<file path="config.mk">
export PLATFORM = sky130hd
export DESIGN_NAME = gate_tt_sequencer_flat
export DESIGN_NICKNAME = d
export VERILOG_FILES = /design/src/rtl/gate_tt_sequencer_if.sv /design/src/rtl/gate_tt_sequencer.sv /design/src/flat_wrapper.sv
export SDC_FILE = /design/constraint.sdc
export NUM_CORES = 1
export LEC_CHECK = 0
export CAP_MARGIN = 25
export CORE_ASPECT_RATIO = 0.75
export CORE_MARGIN = 1.5
export CORE_UTILIZATION = 54
export DETAILED_ROUTE_END_ITERATION = 8
export PLACE_DENSITY = 0.88
export SETUP_SLACK_MARGIN = 0.1
export SYNTH_ARGS = -nofsm -noshare
export SYNTH_HDL_FRONTEND = slang
export SYNTH_SLANG_ARGS = --single-unit
</file>
<file path="constraint.sdc">
create_clock -name clk -period 2.65 [get_ports clk]
set_input_delay 0.53 -clock clk [delete_from_list [all_inputs] [get_ports clk]]
set_output_delay 0.53 -clock clk [all_outputs]
set_load 0.01 [all_outputs]
</file>
<file path="src/rtl/gate_tt_sequencer_if.sv">
// Bus between the truth-table sweep controller and its environment.
// The controller attaches through the slave modport, and the environment
// uses the master modport. The environment drives start, the expected
// truth table and the gate output. It observes the stimulus and the
// sweep results.
interface gate_tt_sequencer_if #(
  parameter int N_IN = 2
) ();

  logic                    start;
  logic [(2**N_IN)-1:0]    exp_tt;
  logic                    dut_y;
  logic [N_IN-1:0]         dut_in;
  logic                    busy;
  logic                    done;
  logic                    pass;
  logic [N_IN:0]           err_cnt;
  logic [(2**N_IN)-1:0]    fail_vec;

  modport slave (
    input  start,
    input  exp_tt,
    input  dut_y,
    output dut_in,
    output busy,
    output done,
    output pass,
    output err_cnt,
    output fail_vec
  );

  modport master (
    output start,
    output exp_tt,
    output dut_y,
    input  dut_in,
    input  busy,
    input  done,
    input  pass,
    input  err_cnt,
    input  fail_vec
  );

endinterface

</file>
<file path="src/rtl/gate_tt_sequencer.sv">
// Truth-table sweep controller for one N_IN-input basic gate.
// - On start, the controller drives every input combination onto the
//   external gate in ascending order.
// - It samples the gate output SETTLE cycles after each vector is applied.
// - It compares each sample against a latched copy of the expected table.
// Optional feature macro: STOP_ON_FAIL_EN. When defined, the sweep ends
// at the first mismatching vector.
module gate_tt_sequencer #(
  parameter int N_IN   = 2,
  parameter int SETTLE = 1
) (
  input  logic                 clk,
  input  logic                 rst_n,
  gate_tt_sequencer_if.slave   bus
);

  localparam int NVEC   = 2**N_IN;
  localparam int CW     = (SETTLE > 2) ? $clog2(SETTLE) : 1;
  localparam bit HAS_WAIT = (SETTLE > 0);
  localparam logic [CW-1:0]   CNT_LOAD = CW'((SETTLE > 0) ? (SETTLE - 1) : 0);
  localparam logic [N_IN-1:0] IDX_LAST = {N_IN{1'b1}};

  typedef enum logic [2:0] {
    S_IDLE   = 3'd0,
    S_APPLY  = 3'd1,
    S_WAIT   = 3'd2,
    S_SAMPLE = 3'd3,
    S_DONE   = 3'd4
  } state_t;

  state_t            state_q, state_d;
  logic [N_IN-1:0]   idx_q, idx_d;
  logic [CW-1:0]     cnt_q, cnt_d;
  logic [NVEC-1:0]   exp_q, exp_d;
  logic [N_IN-1:0]   dut_in_q, dut_in_d;
  logic [N_IN:0]     err_q, err_d;
  logic [NVEC-1:0]   fail_q, fail_d;
  logic              pass_q, pass_d;
  logic              busy_q, busy_d;
  logic              done_q, done_d;
  logic              mismatch_s;

  // The sampled gate output disagrees with the latched expectation for the current vector.
  assign mismatch_s = bus.dut_y ^ exp_q[idx_q];

  // Next-state and datapath decode for the sweep FSM.
  always_comb begin
    state_d  = state_q;
    idx_d    = idx_q;
    cnt_d    = cnt_q;
    exp_d    = exp_q;
    dut_in_d = dut_in_q;
    err_d    = err_q;
    fail_d   = fail_q;
    pass_d   = pass_q;

    case (state_q)
      S_IDLE: begin
        if (bus.start) begin
          // Results are cleared only when a new sweep is accepted, so they
          // persist for inspection between sweeps.
          state_d  = S_APPLY;
          exp_d    = bus.exp_tt;
          err_d    = '0;
          fail_d   = '0;
          pass_d   = 1'b0;
          idx_d    = '0;
          dut_in_d = '0;
        end else begin
          state_d = S_IDLE;
        end
      end

      S_APPLY: begin
        // The vector is already driven (loaded on entry to APPLY).
        if (HAS_WAIT) begin
          state_d = S_WAIT;
          cnt_d   = CNT_LOAD;
        end else begin
          state_d = S_SAMPLE;
        end
      end

      S_WAIT: begin
        if (cnt_q == '0) begin
          state_d = S_SAMPLE;
        end else begin
          cnt_d = cnt_q - {{(CW-1){1'b0}}, 1'b1};
        end
      end

      S_SAMPLE: begin
        if (mismatch_s) begin
          err_d         = err_q + {{N_IN{1'b0}}, 1'b1};
          fail_d[idx_q] = 1'b1;
        end else begin
          err_d = err_q;
        end
`ifdef STOP_ON_FAIL_EN
        if (mismatch_s || (idx_q == IDX_LAST)) begin
`else
        if (idx_q == IDX_LAST) begin
`endif
          // Verdict is captured together with the done pulse.
          state_d = S_DONE;
          pass_d  = (err_d == '0);
        end else begin
          state_d  = S_APPLY;
          idx_d    = idx_q + {{(N_IN-1){1'b0}}, 1'b1};
          dut_in_d = idx_q + {{(N_IN-1){1'b0}}, 1'b1};
        end
      end

      S_DONE: begin
        state_d = S_IDLE;
      end

      default: begin
        state_d = S_IDLE;
      end
    endcase

    // Status flags are registered versions of the next state.
    busy_d = (state_d != S_IDLE);
    done_d = (state_d == S_DONE);
  end

  // State and datapath registers with synchronous active-low reset.
  always_ff @(posedge clk) begin
    if (!rst_n) begin
      state_q  <= S_IDLE;
      idx_q    <= '0;
      cnt_q    <= '0;
      exp_q    <= '0;
      dut_in_q <= '0;
      err_q    <= '0;
      fail_q   <= '0;
      pass_q   <= 1'b0;
      busy_q   <= 1'b0;
      done_q   <= 1'b0;
    end else begin
      state_q  <= state_d;
      idx_q    <= idx_d;
      cnt_q    <= cnt_d;
      exp_q    <= exp_d;
      dut_in_q <= dut_in_d;
      err_q    <= err_d;
      fail_q   <= fail_d;
      pass_q   <= pass_d;
      busy_q   <= busy_d;
      done_q   <= done_d;
    end
  end

  assign bus.dut_in   = dut_in_q;
  assign bus.busy     = busy_q;
  assign bus.done     = done_q;
  assign bus.pass     = pass_q;
  assign bus.err_cnt  = err_q;
  assign bus.fail_vec = fail_q;

endmodule

</file>
<file path="src/flat_wrapper.sv">
// flat-port wrapper written by rule: the top's interface ports become plain ports
module gate_tt_sequencer_flat 
#(
  parameter int N_IN   = 2,
  parameter int SETTLE = 1
)
  (clk, rst_n, bus_start, bus_exp_tt, bus_dut_y, bus_dut_in, bus_busy, bus_done, bus_pass, bus_err_cnt, bus_fail_vec);
  gate_tt_sequencer_if #(.N_IN(N_IN)) bus_i ();
  input  logic clk;
  input  logic rst_n;
  input wire logic [$bits(bus_i.start)-1:0] bus_start;
  input wire logic [$bits(bus_i.exp_tt)-1:0] bus_exp_tt;
  input wire logic [$bits(bus_i.dut_y)-1:0] bus_dut_y;
  output wire logic [$bits(bus_i.dut_in)-1:0] bus_dut_in;
  output wire logic [$bits(bus_i.busy)-1:0] bus_busy;
  output wire logic [$bits(bus_i.done)-1:0] bus_done;
  output wire logic [$bits(bus_i.pass)-1:0] bus_pass;
  output wire logic [$bits(bus_i.err_cnt)-1:0] bus_err_cnt;
  output wire logic [$bits(bus_i.fail_vec)-1:0] bus_fail_vec;
  assign bus_i.start = bus_start;
  assign bus_i.exp_tt = bus_exp_tt;
  assign bus_i.dut_y = bus_dut_y;
  assign bus_dut_in = bus_i.dut_in;
  assign bus_busy = bus_i.busy;
  assign bus_done = bus_i.done;
  assign bus_pass = bus_i.pass;
  assign bus_err_cnt = bus_i.err_cnt;
  assign bus_fail_vec = bus_i.fail_vec;
  gate_tt_sequencer #(.N_IN(N_IN), .SETTLE(SETTLE)) u_core (.clk(clk), .rst_n(rst_n), .bus(bus_i));
endmodule
</file>
==> reports/metrics.yaml <==
status: "complete, no violations"
syn_nets: 117
min-delay-start: "u_core.bus.fail_vec[2]"
cts_sinks: 19
totalNegativeSetupSlack_ns: 0
post_cts_resized: 0
grt_first_pass_wirelength_mm: 3.51
skew_final_ns: 0.00571
max_cap_violations: 0
fin_hold_ws_ns: 0.506
syn2layout_area_growth_pct: 22.5
number_of_antenna_violations_at_the_first_check_in_global_routing: 0
synth.lib_cells_used.distinct: 41
worstPathRequired_ns: 2.12
postSynthCellCount: 104
synth_top_area_share: 0.369
launch_point_of_the_critical_path: "u_core.idx_q[0]"
finalSetupViolCount: 0
num_antenna_cells: 0
synth_area_per_cell_um2: 9.91
site_rows: 13
max-clock-path-buffers: 2
period_needed_ns: 2.01
synth.most_common_cell: "sky130_fd_sc_hd__dfxtp_1"
die_height_um: 40.8
grt.total_usage: 0.233
fin_nets: 138
critPathCaptureType: "output port"
tritoncts.num_buffers: 3
vias_in_the_first_global_route: 758
slew_viol_final: 0
dp_slack_ns: 0.450
timing.critical_path.cells: "clkdlybuf4s50_1"
mappedNetlistArea_um2: 1030
wirelength_routed_mm: 2.24
die_w_um: 53.5
initialDrtViolationCount: 14
ratio_of_total_power_to_cell_area_nw_per_um2: 447
clockRootBuffer: "sky130_fd_sc_hd__clkbuf_4"
crit-reg2reg-launch: "u_core.idx_q[0]"
dr_total_vias: 839
critPathBufInv: 1
overflow: 0
fp.dieArea_um2: 2180
grt_setup_unrepaired: "no"
setup.reg_to_reg.worst_slack_ns: 0.73
fraction_of_final_layout_cells_with_drive_strength_greater_than_1: 0.145
postSynth.topFlopCell: "sky130_fd_sc_hd__dfxtp_1"
worstHoldPathType: "flop to flop"
asyncSetResetFlopFracSynth: 0
insertion_delay_ns: 0.30
critical_path_arrival_ns: 1.48
timing.critical_path.slowest_cell_delay_ns: 0.62
yosysSeqAreaShare: 0.369
synth.area.top_cells: "sky130_fd_sc_hd__dfxtp_1 (37%), sky130_fd_sc_hd__mux2i_1 (7.8%), sky130_fd_sc_hd__ha_1 (6.1%)"
post_synthesis_register_bit_count: 19
cts_tree: "yes"
yosysTopAreaCell: "sky130_fd_sc_hd__dfxtp_1"
critical_path_class: "flop to output port"
core_region_area_um2: 1760
ant_nets: 0
vias_per_cell: 5.75
post-dp-hpwl_mm: 1.74
cp-start-kind: "flop"
cts_hold_buf: 0
cts.htree.levels: 1
minimum_setup_slack_in_the_final_design_ns: 0.638
report.final.hold_viol_count: 0
ios: 20
max_slew.worst_pin.slew_ns: 0.477
first_pass_iters: 4
io_buffers: 19
post_cts.repair.setup_buffers: 0
ir_drop_uv: 366
cell_with_the_largest_stage_delay_on_the_worst_path: "sky130_fd_sc_hd__clkdlybuf4s50_1"
cp_top_family: "buffers and inverters"
num-fill-cells: 136
finalCritPeriodShare: 0.759
p_leak_uw: 0.000495
synth_enable_flop_cells: 0
initial_core_util: 0.587
post-route-drc-count: 0
grt_max_degree: 12
wl_per_cell_um: 15.3
clk_pin_slew_worst_setup_hold_paths_ns: 0.11
max_freq_mhz: 497
place_congestion: 0.778
synth_common_cells: "sky130_fd_sc_hd__dfxtp_1 (19), sky130_fd_sc_hd__nor2_1 (13), sky130_fd_sc_hd__mux2i_1 (8)"
crit_path_max_fanout: 11
worst_slew_margin_rel: 0.681
ys_warn_count: 0
worst paths after layout:
| path | endpoint | cells past startpoint |
|---|---|---|
| worst min register to register | u_core.bus.fail_vec[2] | 1 |
| worst max-delay path | bus_dut_in[0] | 1 |
| worst min-delay path | u_core.bus.fail_vec[2] | 1 |
| worst max register to register | u_core.bus.pass | 4 |
logic make-up after synthesis:
family / synth area share
AND/OR/NAND/NOR: 0.234
buffers and inverters: 0.0352
XOR/XNOR: 0.0328
AO/OA/AOI/OAI: 0.132
adder cells (fa/ha/maj): 0.0607
multiplexers: 0.136
flip-flops: 0.369
power by group:
group	switching, uW	internal (uW)
logic	49.1	52.2
clock network	91.9	56.3
registers	16.7	299
cells in the final DEF, fill, tap and decap left out, drive strengths merged, types with 3 or more instances in the layout:
cell type,count
a21oi,5
a22o,4
and3b,3
clkbuf,3
clkdlybuf4s50,19
dfxtp,19
ha,5
inv,3
mux2,3
mux2i,8
nand2,3
nand3,4
nor2,13
o21ai,3
state kept, by name, indices dropped and copies added, names as in the netlist:
signal	flops
u_core.bus.fail_vec	4
u_core.bus.pass	1
u_core.idx_q	2
u_core.state_q	3
u_core.bus.err_cnt	3
u_core.bus.busy	1
u_core.exp_q	4
u_core.bus.done	1
area by class of cell:
cell class | count | area (um2) | area share
flip-flops and latches | 19 | 380 | 0.301
repair buffers | 20 | 198 | 0.157
well taps | 22 | 27.5 | 0.0218
clock buffers | 3 | 22.5 | 0.0178
multi-input cells | 77 | 614 | 0.487
clock inverters | 1 | 5.00 | 0.00396
inverters | 4 | 15.0 | 0.0119
through the flow:
stage	instances	instance area, um2	util	power, uW
after global routing	146	1260	0.719	596
after floorplan	104	1030	-	389
after CTS	146	1260	0.719	569
final	146	1260	0.719	565
after global placement	142	1230	0.703	418
after detailed placement	142	1230	0.703	423
routing by layer:
metal	share of wire	track usage	vias up
li1	-	-	419
met1	0.46	0.297	397
met3	0.048	0.0730	2
met4	0.0076	0.0962	0
met2	0.49	0.370	21
met5	0	0	-
Note: power is estimated with default switching activity, not from simulation.
